`src/rtl/datapath_pkg.sv`:
```
// datapath_pkg: opcodes, ALU codes, IR field positions and FSM states
// shared by the hardwired datapath sequencer.
package datapath_pkg;

  localparam logic [4:0] OP_LD   = 5'b00000;
  localparam logic [4:0] OP_ST   = 5'b00010;
  localparam logic [4:0] OP_ADD  = 5'b00011;
  localparam logic [4:0] OP_SUB  = 5'b00100;
  localparam logic [4:0] OP_AND  = 5'b00101;
  localparam logic [4:0] OP_OR   = 5'b00110;
  localparam logic [4:0] OP_SHR  = 5'b00111;
  localparam logic [4:0] OP_SHL  = 5'b01000;
  localparam logic [4:0] OP_ADDI = 5'b01100;
  localparam logic [4:0] OP_MUL  = 5'b01111;
  localparam logic [4:0] OP_DIV  = 5'b10000;
  localparam logic [4:0] OP_MFHI = 5'b10111;
  localparam logic [4:0] OP_MFLO = 5'b11000;
  localparam logic [4:0] OP_NOP  = 5'b11001;
  localparam logic [4:0] OP_HALT = 5'b11010;

  localparam logic [3:0] ALU_ADD = 4'b0000;
  localparam logic [3:0] ALU_SUB = 4'b0001;
  localparam logic [3:0] ALU_AND = 4'b0010;
  localparam logic [3:0] ALU_OR  = 4'b0011;
  localparam logic [3:0] ALU_SHR = 4'b0100;
  localparam logic [3:0] ALU_SHL = 4'b0101;
  localparam logic [3:0] ALU_MUL = 4'b0110;
  localparam logic [3:0] ALU_DIV = 4'b0111;

  localparam int OP_LSB = 27;
  localparam int RA_LSB = 23;
  localparam int RB_LSB = 19;
  localparam int RC_LSB = 15;

  typedef enum logic [3:0] {
    S_IDLE, S_PAUSE,
    S_T0, S_T1, S_T2, S_T3,
    S_T4, S_T5, S_T6, S_T7,
    S_HALT, S_FAULT
  } state_e;

  function automatic logic [3:0] alu_code(
    input logic [4:0] op
  );
    logic [3:0] c;
    c = ALU_ADD;
    case (op)
      OP_SUB:  c = ALU_SUB;
      OP_AND:  c = ALU_AND;
      OP_OR:   c = ALU_OR;
      OP_SHR:  c = ALU_SHR;
      OP_SHL:  c = ALU_SHL;
      OP_MUL:  c = ALU_MUL;
      OP_DIV:  c = ALU_DIV;
      default: c = ALU_ADD;
    endcase
    return c;
  endfunction

endpackage

```
`src/rtl/gpr_select_decoder.sv`:
```
// gpr_select_decoder: 4-bit register field plus enable to a
// one-hot GPR strobe vector.
module gpr_select_decoder #(
  parameter int NUM_GPR = 16
) (
  input  logic [3:0]         sel_i,
  input  logic               en_i,
  output logic [NUM_GPR-1:0] onehot_o
);

  // one strobe per register, only when enabled
  for (genvar g = 0; g < NUM_GPR; g++) begin : g_bit
    assign onehot_o[g] = en_i && ({28'd0, sel_i} == 32'(g));
  end

endmodule

```
`src/rtl/datapath_sequencer.sv`:
```
// datapath_sequencer: hardwired T-state control unit for the bus datapath.
// Optional DATAPATH_SEQUENCER_STEP_EN adds a single-step PAUSE before T0.
module datapath_sequencer
  import datapath_pkg::*;
#(
  parameter int MEM_TIMEOUT = 15,
  parameter int NUM_GPR     = 16
) (
  input  logic               clk,
  input  logic               reset,
  input  logic               start,
  input  logic [31:0]        ir,
  input  logic               mem_ready,
`ifdef DATAPATH_SEQUENCER_STEP_EN
  input  logic               step,
`endif
  output logic               pc_out,
  output logic               zlow_out,
  output logic               zhigh_out,
  output logic               mdr_out,
  output logic               hi_out,
  output logic               lo_out,
  output logic               c_out,
  output logic [NUM_GPR-1:0] reg_out,
  output logic               mar_in,
  output logic               mdr_in,
  output logic               ir_in,
  output logic               y_in,
  output logic               z_in,
  output logic               pc_in,
  output logic               hi_in,
  output logic               lo_in,
  output logic [NUM_GPR-1:0] reg_in,
  output logic               inc_pc,
  output logic [3:0]         alu_ctrl,
  output logic               read,
  output logic               mem_write,
  output logic               busy,
  output logic               halted,
  output logic               fault
);

  localparam logic [7:0] TMO_LAST = 8'(MEM_TIMEOUT - 1);

  logic [4:0] op;
  logic [3:0] ra, rb, rc;
  logic       unused_ir;

  assign op = ir[OP_LSB +: 5];
  assign ra = ir[RA_LSB +: 4];
  assign rb = ir[RB_LSB +: 4];
  assign rc = ir[RC_LSB +: 4];
  assign unused_ir = ^ir[RC_LSB-1:0];

  logic is_rtype, is_imm, is_md, is_ld, is_st;
  logic is_mfhi, is_mflo, legal;

  assign is_rtype = op inside {OP_ADD, OP_SUB, OP_AND,
                               OP_OR, OP_SHR, OP_SHL};
  assign is_imm  = (op == OP_ADDI);
  assign is_md   = (op == OP_MUL) | (op == OP_DIV);
  assign is_ld   = (op == OP_LD);
  assign is_st   = (op == OP_ST);
  assign is_mfhi = (op == OP_MFHI);
  assign is_mflo = (op == OP_MFLO);
  assign legal   = is_rtype | is_imm | is_md | is_ld | is_st
                 | is_mfhi | is_mflo
                 | (op == OP_NOP) | (op == OP_HALT);

  state_e     state_q, state_d, first_st;
  logic [7:0] cnt_q, cnt_d;
  logic       wait_st, tmo;

`ifdef DATAPATH_SEQUENCER_STEP_EN
  logic step_q, step_rise;

  // registered copy of step for rising-edge detection
  always_ff @(posedge clk or negedge reset) begin
    if (!reset) step_q <= 1'b0;
    else        step_q <= step;
  end

  assign step_rise = step & ~step_q;
  assign first_st  = S_PAUSE;
`else
  assign first_st  = S_T0;
`endif

  assign wait_st = (state_q == S_T1)
                 | ((state_q == S_T6) & is_ld)
                 | ((state_q == S_T7) & is_st);
  assign tmo   = wait_st & ~mem_ready & (cnt_q == TMO_LAST);
  assign cnt_d = (wait_st & ~mem_ready) ? cnt_q + 8'd1 : 8'd0;

  // next-state sequencing through the T-states
  always_comb begin
    state_d = state_q;
    unique case (state_q)
      S_IDLE: if (start) state_d = first_st;
`ifdef DATAPATH_SEQUENCER_STEP_EN
      S_PAUSE: if (step_rise) state_d = S_T0;
`endif
      S_T0: state_d = S_T1;
      S_T1: begin
        if (mem_ready) state_d = S_T2;
        else if (tmo)  state_d = S_FAULT;
      end
      S_T2: begin
        if (op == OP_HALT)     state_d = S_HALT;
        else if (op == OP_NOP) state_d = first_st;
        else if (!legal)       state_d = S_FAULT;
        else                   state_d = S_T3;
      end
      S_T3: begin
        if (is_mfhi | is_mflo) state_d = first_st;
        else                   state_d = S_T4;
      end
      S_T4: state_d = S_T5;
      S_T5: begin
        if (is_md | is_ld | is_st) state_d = S_T6;
        else                       state_d = first_st;
      end
      S_T6: begin
        if (is_md)          state_d = first_st;
        else if (is_st)     state_d = S_T7;
        else if (mem_ready) state_d = S_T7;
        else if (tmo)       state_d = S_FAULT;
      end
      S_T7: begin
        if (is_ld)          state_d = first_st;
        else if (mem_ready) state_d = first_st;
        else if (tmo)       state_d = S_FAULT;
      end
      S_HALT:  state_d = S_HALT;
      S_FAULT: state_d = S_FAULT;
      default: state_d = S_FAULT;
    endcase
  end

  // state and memory wait counter
  always_ff @(posedge clk or negedge reset) begin
    if (!reset) begin
      state_q <= S_IDLE;
      cnt_q   <= 8'd0;
    end else begin
      state_q <= state_d;
      cnt_q   <= cnt_d;
    end
  end

  logic       rin_en, rout_en;
  logic [3:0] rin_sel, rout_sel;

  // Moore strobe decode; pc_in only in the first T1 cycle
  always_comb begin
    pc_out    = 1'b0;
    zlow_out  = 1'b0;
    zhigh_out = 1'b0;
    mdr_out   = 1'b0;
    hi_out    = 1'b0;
    lo_out    = 1'b0;
    c_out     = 1'b0;
    mar_in    = 1'b0;
    mdr_in    = 1'b0;
    ir_in     = 1'b0;
    y_in      = 1'b0;
    z_in      = 1'b0;
    pc_in     = 1'b0;
    hi_in     = 1'b0;
    lo_in     = 1'b0;
    inc_pc    = 1'b0;
    read      = 1'b0;
    mem_write = 1'b0;
    alu_ctrl  = ALU_ADD;
    rout_en   = 1'b0;
    rout_sel  = 4'd0;
    rin_en    = 1'b0;
    rin_sel   = 4'd0;
    unique case (state_q)
      S_T0: begin
        pc_out = 1'b1;
        mar_in = 1'b1;
        inc_pc = 1'b1;
        z_in   = 1'b1;
      end
      S_T1: begin
        zlow_out = 1'b1;
        read     = 1'b1;
        mdr_in   = 1'b1;
        pc_in    = (cnt_q == 8'd0);
      end
      S_T2: begin
        mdr_out = 1'b1;
        ir_in   = 1'b1;
      end
      S_T3: begin
        if (is_mfhi | is_mflo) begin
          hi_out  = is_mfhi;
          lo_out  = is_mflo;
          rin_en  = 1'b1;
          rin_sel = ra;
        end else begin
          y_in     = 1'b1;
          rout_en  = 1'b1;
          rout_sel = is_md ? ra : rb;
        end
      end
      S_T4: begin
        z_in = 1'b1;
        if (is_rtype | is_md) begin
          rout_en  = 1'b1;
          rout_sel = is_md ? rb : rc;
          alu_ctrl = alu_code(op);
        end else begin
          c_out = 1'b1;
        end
      end
      S_T5: begin
        zlow_out = 1'b1;
        if (is_md) begin
          lo_in = 1'b1;
        end else if (is_ld | is_st) begin
          mar_in = 1'b1;
        end else begin
          rin_en  = 1'b1;
          rin_sel = ra;
        end
      end
      S_T6: begin
        if (is_md) begin
          zhigh_out = 1'b1;
          hi_in     = 1'b1;
        end else if (is_ld) begin
          read   = 1'b1;
          mdr_in = 1'b1;
        end else if (is_st) begin
          rout_en  = 1'b1;
          rout_sel = ra;
          mdr_in   = 1'b1;
        end
      end
      S_T7: begin
        if (is_ld) begin
          mdr_out = 1'b1;
          rin_en  = 1'b1;
          rin_sel = ra;
        end else if (is_st) begin
          mem_write = 1'b1;
        end
      end
      default: ;
    endcase
  end

  assign busy   = !(state_q inside {S_IDLE, S_HALT, S_FAULT});
  assign halted = (state_q == S_HALT);
  assign fault  = (state_q == S_FAULT);

  gpr_select_decoder #(.NUM_GPR(NUM_GPR)) u_rout (
    .sel_i    (rout_sel),
    .en_i     (rout_en),
    .onehot_o (reg_out)
  );

  gpr_select_decoder #(.NUM_GPR(NUM_GPR)) u_rin (
    .sel_i    (rin_sel),
    .en_i     (rin_en),
    .onehot_o (reg_in)
  );

endmodule

```
`config.mk`:
```
export PLATFORM = sky130hd
export DESIGN_NAME = datapath_sequencer
export DESIGN_NICKNAME = d
export VERILOG_FILES = /design/src/rtl/datapath_pkg.sv /design/src/rtl/gpr_select_decoder.sv /design/src/rtl/datapath_sequencer.sv
export SDC_FILE = /design/constraint.sdc
export NUM_CORES = 1
export LEC_CHECK = 0
export BUFFER_PORTS_ARGS = -buffer_cell sky130_fd_sc_hd__buf_2
export CORE_AREA = 2 2 59 116
export CTS_BUF_LIST = sky130_fd_sc_hd__clkbuf_2 sky130_fd_sc_hd__clkbuf_4 sky130_fd_sc_hd__clkbuf_8
export DETAILED_ROUTE_END_ITERATION = 12
export DIE_AREA = 0 0 61 118
export GPL_TIMING_DRIVEN = 0
export HOLD_SLACK_MARGIN = 0.06
export PLACE_DENSITY = 0.64
export SYNTH_ARGS = -nofsm -noshare
export SYNTH_HDL_FRONTEND = slang
export SYNTH_SLANG_ARGS = --single-unit
```
`constraint.sdc`:
```
create_clock -name clk -period 4.3 [get_ports clk]
set_input_delay 1.075 -clock clk [delete_from_list [all_inputs] [get_ports clk]]
set_output_delay 1.075 -clock clk [all_outputs]
set_load 0.03 [all_outputs]
```
==> flow_summary.json <==
{
  "fmax_mhz": 224.9,
  "hp-class": "flip-flop to flip-flop",
  "cp_top_family": "simple AND/OR/NAND/NOR gates",
  "finalSetupTns_ps": -1480,
  "clk_latency_ps": 240,
  "clock_skew_ps": 2.631,
  "syn_area_per_cell_um2": 6.788,
  "yosys_register_bits": 12,
  "power.density_nw_per_um2": 92.26,
  "r2r-end": "state_q[2]",
  "dr.pass1.iters": 4,
  "path_common_cell": "buf_6",
  "max_stage_delay_ps": 550,
  "status": "finished, violations left",
  "relSlewSlack_pct": 53.16,
  "rsz0062_at_grt": "true",
  "cts_tree": "yes",
  "io_pins": 93,
  "crit_buf_inv": 4,
  "worst_pin_slew_ps": 696.1,
  "gr-total-overflow": 0,
  "fp-row-count": 41,
  "netlist_area_um2": 1901,
  "hold_start": "cnt_q[0]",
  "fp.dieH_um": 118,
  "grt_max_degree": 13,
  "synth_top_flop_cell": "dfrtp_1",
  "finalHoldViolations": 0,
  "drt-total-wl_um": 7609,
  "drive_above_1_share_pct": 43.12,
  "yosys.cell_types.count": 58,
  "place_ws_ps": -584.7,
  "mostFrequentLayoutCells": "buf_2, nor2_1, buf_4, nand2_1, buf_6",
  "cts_buffer_depth": 2,
  "setup_viol": 16,
  "path_class": "input pin to primary output",
  "die_area_um2": 7198,
  "grt_pass1_vias": 2382,
  "start_util_pct": 30.12,
  "grt_pass1_wl_um": 11320,
  "syn-instance-count": 280,
  "avgViaCountPerCell": 5.376,
  "cts_buffers": 3,
  "synth_fp_nets": 319,
  "antenna-diode-count": 0,
  "critPathCaptureType": "primary output",
  "wl_per_cell_um": 16.15,
  "portBuffers": 73,
  "final_nets": 426,
  "cp_slowest_cell": "or4b_4",
  "path_cells": "buf_8, or4b_4, o22ai_4, buf_6, mux2i_2, nor3_2, a211o_1, buf_12, nor4_4, buf_6",
  "grt_util_all_layers_pct": 19.72,
  "place_congestion": 0.9463,
  "maxSlewViolCount": 0,
  "vias": 2532,
  "clock_sinks": 12,
  "die_w_um": 61,
  "timing.final.ws_setup_ps": -147.3,
  "r2r_start": "state_q[2]",
  "crit_required_ps": 3220,
  "drtAntennaViolNets": 0,
  "p_leak_nw": 1.423,
  "arrival_ps": 3370,
  "drc": 0,
  "yosys_warnings": 0,
  "post-route-period-util_pct": 103.4,
  "rr_worst_depth": 7,
  "start_kind": "input pin",
  "yosysSeqAreaShare_pct": 15.80,
  "core_um2": 6310,
  "r2r_setup_slack_ps": 2210,
  "fillers": 597,
  "path_max_fanout": 6,
  "crit_cells": 10,
  "clkSlewWorstSetupHoldPaths_ps": 50,
  "failed_checks": "negative setup slack",
  "antenna_found_initial": 0,
  "worstHoldPathCells": 1,
  "cap_violations": 0,
  "finalCriticalPeriod_ps": 4447,
  "area_delta_synth_final_pct": 68.01,
  "clock-root-buffer": "clkbuf_8",
  "ys_async_sr_fraction_pct": 100.0,
  "vdd_drop_max_uv": 66.61,
  "min_to": "cnt_q[0]",
  "synth_edf_count": 0,
  "final_common_cell": "buf_2",
  "dp_hpwl_um": 5318,
  "drtIter0Drc": 129,
  "htreeDepth": 1
}
worst max-delay path by stage:
stage / from / to / slack [ps]
detailed placement: ir[28] / reg_out[4] / -580
global route: ir[30] / reg_out[1] / -210
finish: ir[30] / reg_out[8] / -150
floorplan: ir[28] / reg_out[4] / -90
CTS: ir[28] / reg_out[1] / -90
global placement: ir[28] / reg_out[4] / -530
Yosys cell counts (all sizes together) (3+ instances only):
cell / n / area (µm²)
a211o: 5 / 43.79
a211oi: 5 / 37.54
a21oi: 10 / 53.80
a22oi: 3 / 22.52
a31oi: 3 / 18.77
and2: 4 / 25.02
and3: 3 / 18.77
buf: 16 / 93.84
clkbuf: 12 / 45.04
dfrtp: 12 / 300.3
ha: 3 / 37.54
inv: 11 / 41.29
nand2: 25 / 93.84
nand2b: 8 / 50.05
nand3: 6 / 30.03
nand4: 6 / 37.54
nor2: 45 / 168.9
nor2b: 5 / 31.28
nor3: 16 / 91.34
nor4: 13 / 100.1
nor4b: 9 / 110.1
o21ai: 15 / 75.07
or3: 6 / 37.54
or4b: 3 / 30.03
xor2: 7 / 61.31
metrics by stage:
step	power, W	area (µm²)	hold WS [ps]	std cells	utilization, %
detailed placement	0.0001755	2554	534.5	439	40.47
CTS	0.0002812	2850	541.6	453	45.17
floorplan	0.0001527	2081	487.5	280	-
global route	0.0003078	3193	592.1	471	50.60
global placement	0.0001743	2554	526.6	439	40.47
finish	0.0002946	3193	541.5	471	50.60
sequential cells by signal, indices dropped and copies added (netlist names):
register and cells:
cnt_q 8, state_q 4
what timing repair did:
| item | in CTS | in global routing |
|---|---|---|
| hold buffers | 0 | 0 |
| buffers inserted | 10 | 18 |
| pin swaps | 8 | 18 |
| gates resized for setup | 34 | 55 |
| cloned | 1 | 2 |
| endpoints found under the setup margin | 16 | 20 |
per-layer routing:
metal | wire length, µm | GRT usage [%] | vias up
li1 | - | - | 1228
met1 | 2647 | 21.91 | 1187
met3 | 336 | 1.429 | 26
met5 | 0 | 0 | -
met4 | 274 | 8.152 | 0
met2 | 4351 | 36.02 | 91
report_power, final:
group          switching (W)  internal (W)   total, W
Combinational      0.0000472     0.0000318  0.0000790
Clock              0.0000407     0.0000617   0.000102
Sequential                 0      0.000113   0.000113
area by class of cell:
type | count | area, µm² | area share [%]
inverters | 11 | 41.29 | 1.293
well taps | 86 | 107.6 | 3.370
flip-flops and latches | 12 | 300.3 | 9.404
repair buffers | 104 | 760.7 | 23.82
plain buffers | 26 | 181.4 | 5.682
multi-input cells | 229 | 1760 | 55.13
clock buffers | 3 | 41.29 | 1.293
cell families after synthesis:
| group | count (synthesis) | synth area share (%) |
|---|---|---|
| and+or+nand+nor | 157 | 46.94 |
| AOI/OAI and AO/OA | 57 | 20.28 |
| buffers and inverters | 39 | 9.480 |
| DFF | 12 | 15.80 |
| xor gates and xnor gates | 8 | 3.687 |
| adders and majority gates | 3 | 1.975 |
| muxes | 3 | 1.646 |
| other | 1 | 0.1973 |
worst reg2reg max path, stage by stage, from the launching register on:
cell	delay (ps)
dfrtp_1	350
clkbuf_1	200
or4b_1	500
clkbuf_1	220
o32a_1	400
o21ai_0	140
o21ai_0	100
nand4_1	110
Note: power is estimated with default switching activity, not from simulation.
